==> src/rtl/reorder_buffer.sv <==
// Circular reorder buffer: allocates tags at dispatch, collects writeback results,
// retires in program order and clears map table entries that still name the retiring tag.
module reorder_buffer #(
  parameter int ROBsize = 32,
  parameter int TAGW    = $clog2(ROBsize + 1),
  parameter int DATAW   = 32
) (
  input  logic             clk,
  input  logic             reset,
  input  logic             flush_i,
  input  logic             alloc_valid_i,
  input  logic             alloc_regWrite_i,
  input  logic [4:0]       alloc_destReg_i,
  output logic             alloc_ready_o,
  output logic [TAGW-1:0]  alloc_tag_o,
  input  logic             wb_valid_i,
  input  logic [TAGW-1:0]  wb_tag_i,
  input  logic [DATAW-1:0] wb_data_i,
  input  logic [TAGW-1:0]  rd1_tag_i,
  input  logic [TAGW-1:0]  rd2_tag_i,
  output logic             rd1_done_o,
  output logic             rd2_done_o,
  output logic [DATAW-1:0] rd1_data_o,
  output logic [DATAW-1:0] rd2_data_o,
  output logic [4:0]       commitReadAddr_o,
  input  logic [TAGW-1:0]  commitReadData_i,
  output logic [31:0]      resets_o,
  output logic             commit_valid_o,
  output logic             commit_regWrite_o,
  output logic [4:0]       commit_destReg_o,
  output logic [DATAW-1:0] commit_data_o,
  output logic [TAGW-1:0]  commit_tag_o,
  output logic [TAGW-1:0]  count_o
);

  localparam int              PTRW = $clog2(ROBsize);
  localparam logic [TAGW-1:0] FULL = TAGW'(ROBsize);
  localparam logic [PTRW-1:0] LAST = PTRW'(ROBsize - 1);

  logic [ROBsize-1:0] ent_valid;
  logic [ROBsize-1:0] ent_done;
  logic [ROBsize-1:0] ent_regwrite;
  logic [4:0]         ent_dest [ROBsize];
  logic [DATAW-1:0]   ent_data [ROBsize];

  logic [PTRW-1:0] head, tail;
  logic [TAGW-1:0] count;
  logic [TAGW-1:0] head_tag;
  logic [PTRW-1:0] wb_idx;
  logic            alloc_fire, wb_fire, head_retire;

  function automatic logic [PTRW-1:0] ptr_inc(input logic [PTRW-1:0] p);
    return (p == LAST) ? '0 : p + 1'b1;
  endfunction

  function automatic logic tag_in_range(input logic [TAGW-1:0] t);
    return (t != '0) && (t <= FULL);
  endfunction

  function automatic logic [PTRW-1:0] tag_idx(input logic [TAGW-1:0] t);
    return PTRW'(t - 1'b1);
  endfunction

  // Operand lookup: the in-flight writeback wins over the stored entry.
  function automatic logic [DATAW:0] rd_lookup(input logic [TAGW-1:0] t);
    logic [PTRW-1:0] i;
    i = tag_idx(t);
    if (!tag_in_range(t))
      return '0;
    if (wb_fire && (wb_tag_i == t))
      return {1'b1, wb_data_i};
    return {ent_valid[i] & ent_done[i], ent_data[i]};
  endfunction

  assign alloc_ready_o    = (count < FULL);
  assign alloc_tag_o      = TAGW'(tail) + 1'b1;
  assign alloc_fire       = alloc_valid_i & alloc_ready_o;
  assign count_o          = count;

  assign wb_idx           = tag_idx(wb_tag_i);
  assign wb_fire          = wb_valid_i & ~flush_i & tag_in_range(wb_tag_i) & ent_valid[wb_idx];

  assign head_tag         = TAGW'(head) + 1'b1;
  assign head_retire      = ent_valid[head] & ent_done[head];
  assign commit_valid_o   = head_retire & ~flush_i;
  assign commit_regWrite_o = commit_valid_o & ent_regwrite[head];
  assign commit_destReg_o = commit_valid_o ? ent_dest[head] : '0;
  assign commit_data_o    = commit_valid_o ? ent_data[head] : '0;
  assign commit_tag_o     = commit_valid_o ? head_tag : '0;
  assign commitReadAddr_o = ent_dest[head];

  // NOTE: every always_comb output gets a default first, so no path can infer a latch.
  always_comb begin
    resets_o = '0;
    if (commit_regWrite_o && (commitReadData_i == head_tag) && (ent_dest[head] != 5'd31))
      resets_o[ent_dest[head]] = 1'b1;
  end

  always_comb begin
    {rd1_done_o, rd1_data_o} = rd_lookup(rd1_tag_i);
    {rd2_done_o, rd2_data_o} = rd_lookup(rd2_tag_i);
  end

  // NOTE: state updates use non-blocking assignments so every read sees pre-edge values.
  always_ff @(posedge clk) begin
    if (reset) begin
      // NOTE: the payload arrays are cleared too, so commitReadAddr_o and operand data
      // are defined straight out of reset; flush only needs to drop the valid bits.
      ent_valid    <= '0;
      ent_done     <= '0;
      ent_regwrite <= '0;
      for (int i = 0; i < ROBsize; i++) begin
        ent_dest[i] <= '0;
        ent_data[i] <= '0;
      end
      head  <= '0;
      tail  <= '0;
      count <= '0;
    end else if (flush_i) begin
      ent_valid <= '0;
      head      <= '0;
      tail      <= '0;
      count     <= '0;
    end else begin
      if (alloc_fire) begin
        ent_valid[tail]    <= 1'b1;
        ent_done[tail]     <= 1'b0;
        ent_regwrite[tail] <= alloc_regWrite_i;
        ent_dest[tail]     <= alloc_destReg_i;
        tail               <= ptr_inc(tail);
      end
      if (wb_fire) begin
        ent_done[wb_idx] <= 1'b1;
        ent_data[wb_idx] <= wb_data_i;
      end
      if (commit_valid_o) begin
        ent_valid[head] <= 1'b0;
        head            <= ptr_inc(head);
      end
      case ({alloc_fire, commit_valid_o})
        2'b10:   count <= count + 1'b1;
        2'b01:   count <= count - 1'b1;
        default: count <= count;
      endcase
    end
  end

endmodule

==> config.mk <==
export PLATFORM = sky130hd
export DESIGN_NAME = reorder_buffer
export DESIGN_NICKNAME = d
export VERILOG_FILES = /design/src/rtl/reorder_buffer.sv
export SDC_FILE = /design/constraint.sdc
export NUM_CORES = 2
export LEC_CHECK = 0
export BUFFER_PORTS_ARGS = -buffer_cell sky130_fd_sc_hd__buf_4
export CAP_MARGIN = 10
export CORE_ASPECT_RATIO = 1.25
export CORE_MARGIN = 2
export CORE_UTILIZATION = 25
export CTS_CLUSTER_SIZE = 24
export DETAILED_ROUTE_END_ITERATION = 10
export PLACE_DENSITY = 0.52
export SLEW_MARGIN = 20
export SYNTH_ARGS = -nofsm -noshare
export SYNTH_HDL_FRONTEND = slang
export SYNTH_SLANG_ARGS = --single-unit
==> constraint.sdc <==
create_clock -name clk -period 5.4 [get_ports clk]
set_input_delay 0.54 -clock clk [delete_from_list [all_inputs] [get_ports clk]]
set_output_delay 0.54 -clock clk [all_outputs]
set_load 0.05 [all_outputs]
==> flow_metrics.tcl <==
set metrics [dict create \
    drive_above_1_share_pct 36.1 \
    max_cap_violations 0 \
    drc 0 \
    worst_clock_skew_ns 0.0434 \
    syn_to_final_growth_pct 15.4 \
    floorplan.initialDensity_pct 25.1 \
    root_buffer "clkbuf_16" \
    detailed_place_hpwl_mm 215 \
    synth.area.top_cells "edfxtp_1, mux4_2, nor3_2" \
    fp.dieH_um 638 \
    synth_top_area_cell "edfxtp_1" \
    min_to "ent_data[21][17]" \
    synth_seq_area_share_pct 47.2 \
    synth-warning-count 0 \
    grt.total_usage_pct 20.8 \
    drtPass1Iterations 8 \
    r2r-end "count_o[4]" \
    worstRegToRegCells 14 \
    grt_overflow_total 0 \
    grt_pass1_wl_mm 482 \
    timing_hold_violations_final 0 \
    number_of_antenna_violations_at_the_first_check_in_global_routing 30 \
    via_count_of_the_first_global_routing_pass 59700 \
    worstPathRequired_ns 4.86 \
    synth_cells 5783 \
    finish.cell_count_without_fillers 10100 \
    syn-mean-instance-area_um2 13.9 \
    vias 60200 \
    worst_setup_path_start_kind "register" \
    max-clock-path-buffers 3 \
    postSynthNetCount 5869 \
    irDropWorstVdd_mv 0.358 \
    slew_viol_final 0 \
    setup_viol 0 \
    fill_cells 32100 \
    synth_flop_cell "edfxtp_1" \
    drt-initial-drc-count 8757 \
    finish.net_count 5831 \
    endpoint_kind "output pin" \
    postCtsSetupRepairBufs 0 \
    rrSetupSlack_ns 0.89 \
    holdCritStartpoint "wb_data_i[17]" \
    timing.max_slew.rel_slack_pct 19.6 \
    number_of_register_bits_inferred_by_synthesis 1301 \
    run_status "finished clean" \
    min_path_cells 2 \
    critPathMaxFanout 41 \
    tritoncts_clock_tree "yes" \
    leakagePower_nw 27.9 \
    cts-htree-levels 4 \
    die_width_um 511 \
    post-place-cells 9799 \
    coreArea_mm2 0.320 \
    crit_type "reg -> out" \
    clock_latency_ns 0.86 \
    clk_pin_slew_ns 0.07 \
    wl_per_cell_um 34.4 \
    netlist_area_mm2 0.0803 \
    design.die.area_mm2 0.326 \
    yosys.area.top_type_share_pct 44.3 \
    tritoncts_buffer_count 154 \
    ioPinCount 228 \
    post_dp_cell_area_mm2 0.0875 \
    drt.antenna.violating_nets 0 \
    pin_count_of_the_biggest_net_entering_global_routing 103 \
    cts.sink_count 1301 \
    timing_limited_maximum_frequency_mhz 188 \
    routed_wirelength_mm 347 \
    number_of_flops_mapped_to_enable_cells_by_yosys 1184 \
    rsz0062_at_grt "no" \
    worst_hold_path_type "in -> reg" \
    layout_worst_path_cycle_share_pct 98.5 \
    final.min_clock_period_ns 5.32 \
    timing.critical_path.arrival_ns 4.78 \
    asyncSetResetFlopFracSynth_pct 0 \
    tightest_slew_ns 1.21 \
    placementRows 232 \
    final_cell_mix "edfxtp_1, mux4_2, buf_4, nor3_1, nand2_1" \
    layout.cell_area.non_filler_mm2 0.0927 \
    placement.io_buffers 226 \
    critical_path.reg2reg.startpoint "head[2]" \
    post_drt_via_cell_ratio 5.96 \
    power.density_mw_per_mm2 293 \
    gp_congestion 0.942 \
    most_common_library_cell_in_the_layout_ignoring_fill_and_taps "edfxtp_1" \
    ys_types 88 \
]
[layout make-up]
type	instances	area, um^2	share of cell area, %
timing repair buffer	498	4510	4.87
clock buffer	193	4090	4.42
multi-input combinational	3693	39500	42.6
inverter	97	365	0.394
sequential	1301	37900	40.9
clock inverter	88	1030	1.11
antenna	11	27.5	0.0297
tap	4212	5270	5.69
[stage by stage]
step                total power [mW]  util, %  setup WS, ns  hold WS [ns]  TNS [ns]
floorplan                       14.4        -        -0.214         0.437    -20.57
global placement                16.3     27.4         0.405         0.449         0
detailed placement              16.4     27.4         0.439         0.456         0
CTS                             27.1     29.0         0.145        0.0301         0
global route                    27.7     29.0         0.104        0.0570         0
finish                          27.1     29.0        0.0822        0.0656         0
[how the worst max path moves through the flow]
stage	from	endpoint	slack [ns]
5_1_grt	head[1]	commit_data_o[31]	0.10
3_5_place_dp	rd1_tag_i[0]	rd1_data_o[21]	0.44
3_3_place_gp	rd1_tag_i[0]	rd1_data_o[21]	0.41
6_report	head[1]	commit_data_o[31]	0.08
2_1_floorplan	wb_tag_i[0]	ent_data[17][0]	-0.21
4_1_cts	head[0]	resets_o[24]	0.15
[synthesized netlist by cell type, drive strengths merged (4+ instances only)]
cell type  count
a211oi         4
a21o          17
a21oi         67
a22o          32
a22oi          8
a311oi        30
a31oi         22
a32o           8
a32oi         38
and2         322
and3          25
and3b          6
buf          257
clkbuf       435
clkinv        33
dfxtp        117
edfxtp      1184
ha            19
inv           64
mux2           9
mux2i        146
mux4         932
nand2        411
nand2b        11
nand3         73
nand4        100
nor2         192
nor2b         24
nor3         781
nor3b          8
nor4         143
nor4b          5
o2111ai       36
o211ai        14
o21ai         64
o22ai         43
o31ai          4
or2           12
or3            6
or4            5
xnor2         22
xor2          19
[worst max-delay path: stages (launching register included)]
cell and delay, ns:
dfxtp_2 0.81, mux4_2 0.58, a32oi_1 0.64, a32oi_1 0.28
nand2_2 0.15, buf_4 0.63, nor2_1 0.40, buf_4 0.31
[cell families after synthesis]
kind of cell / Yosys count / synth area share (%)
multiplexers: 1087 / 28.1
buffers and inverters: 789 / 4.44
XOR/XNOR: 41 / 0.457
AO/OA/AOI/OAI: 414 / 3.72
adder cells (fa/ha/maj): 19 / 0.296
flip-flops: 1301 / 47.2
AND/OR/NAND/NOR: 2131 / 15.8
other: 1 / 0.00467
[report_power, final]
group	internal (mW)	total [mW]	switching [mW]
logic	1.60	4.53	2.94
clock network	6.16	10.8	4.69
registers	11.4	11.7	0.317
[registers in the layout (all words and copies together), names as in the netlist, named ones only]
| signal | cells |
|---|---|
| ent_data | 1024 |
| ent_dest | 160 |
| ent_valid | 32 |
| ent_regwrite | 32 |
| head | 5 |
| count_o | 6 |
| ent_done | 32 |
| tail | 5 |
[metal layers]
layer	vias up	routed length [um]	GRT usage, %
li1	23200	-	-
met1	31500	126000	26.1
met2	4577	159000	32.7
met3	932	42800	5.89
met4	28	19300	10.1
met5	-	195	0
[timing repair]
action	4_1_cts	5_1_grt
hold buffers	1	0
setup endpoints to repair	0	22
resized for setup	0	1
hold endpoints to repair	1	0
No activity file was read; power rests on OpenSTA's default activity.
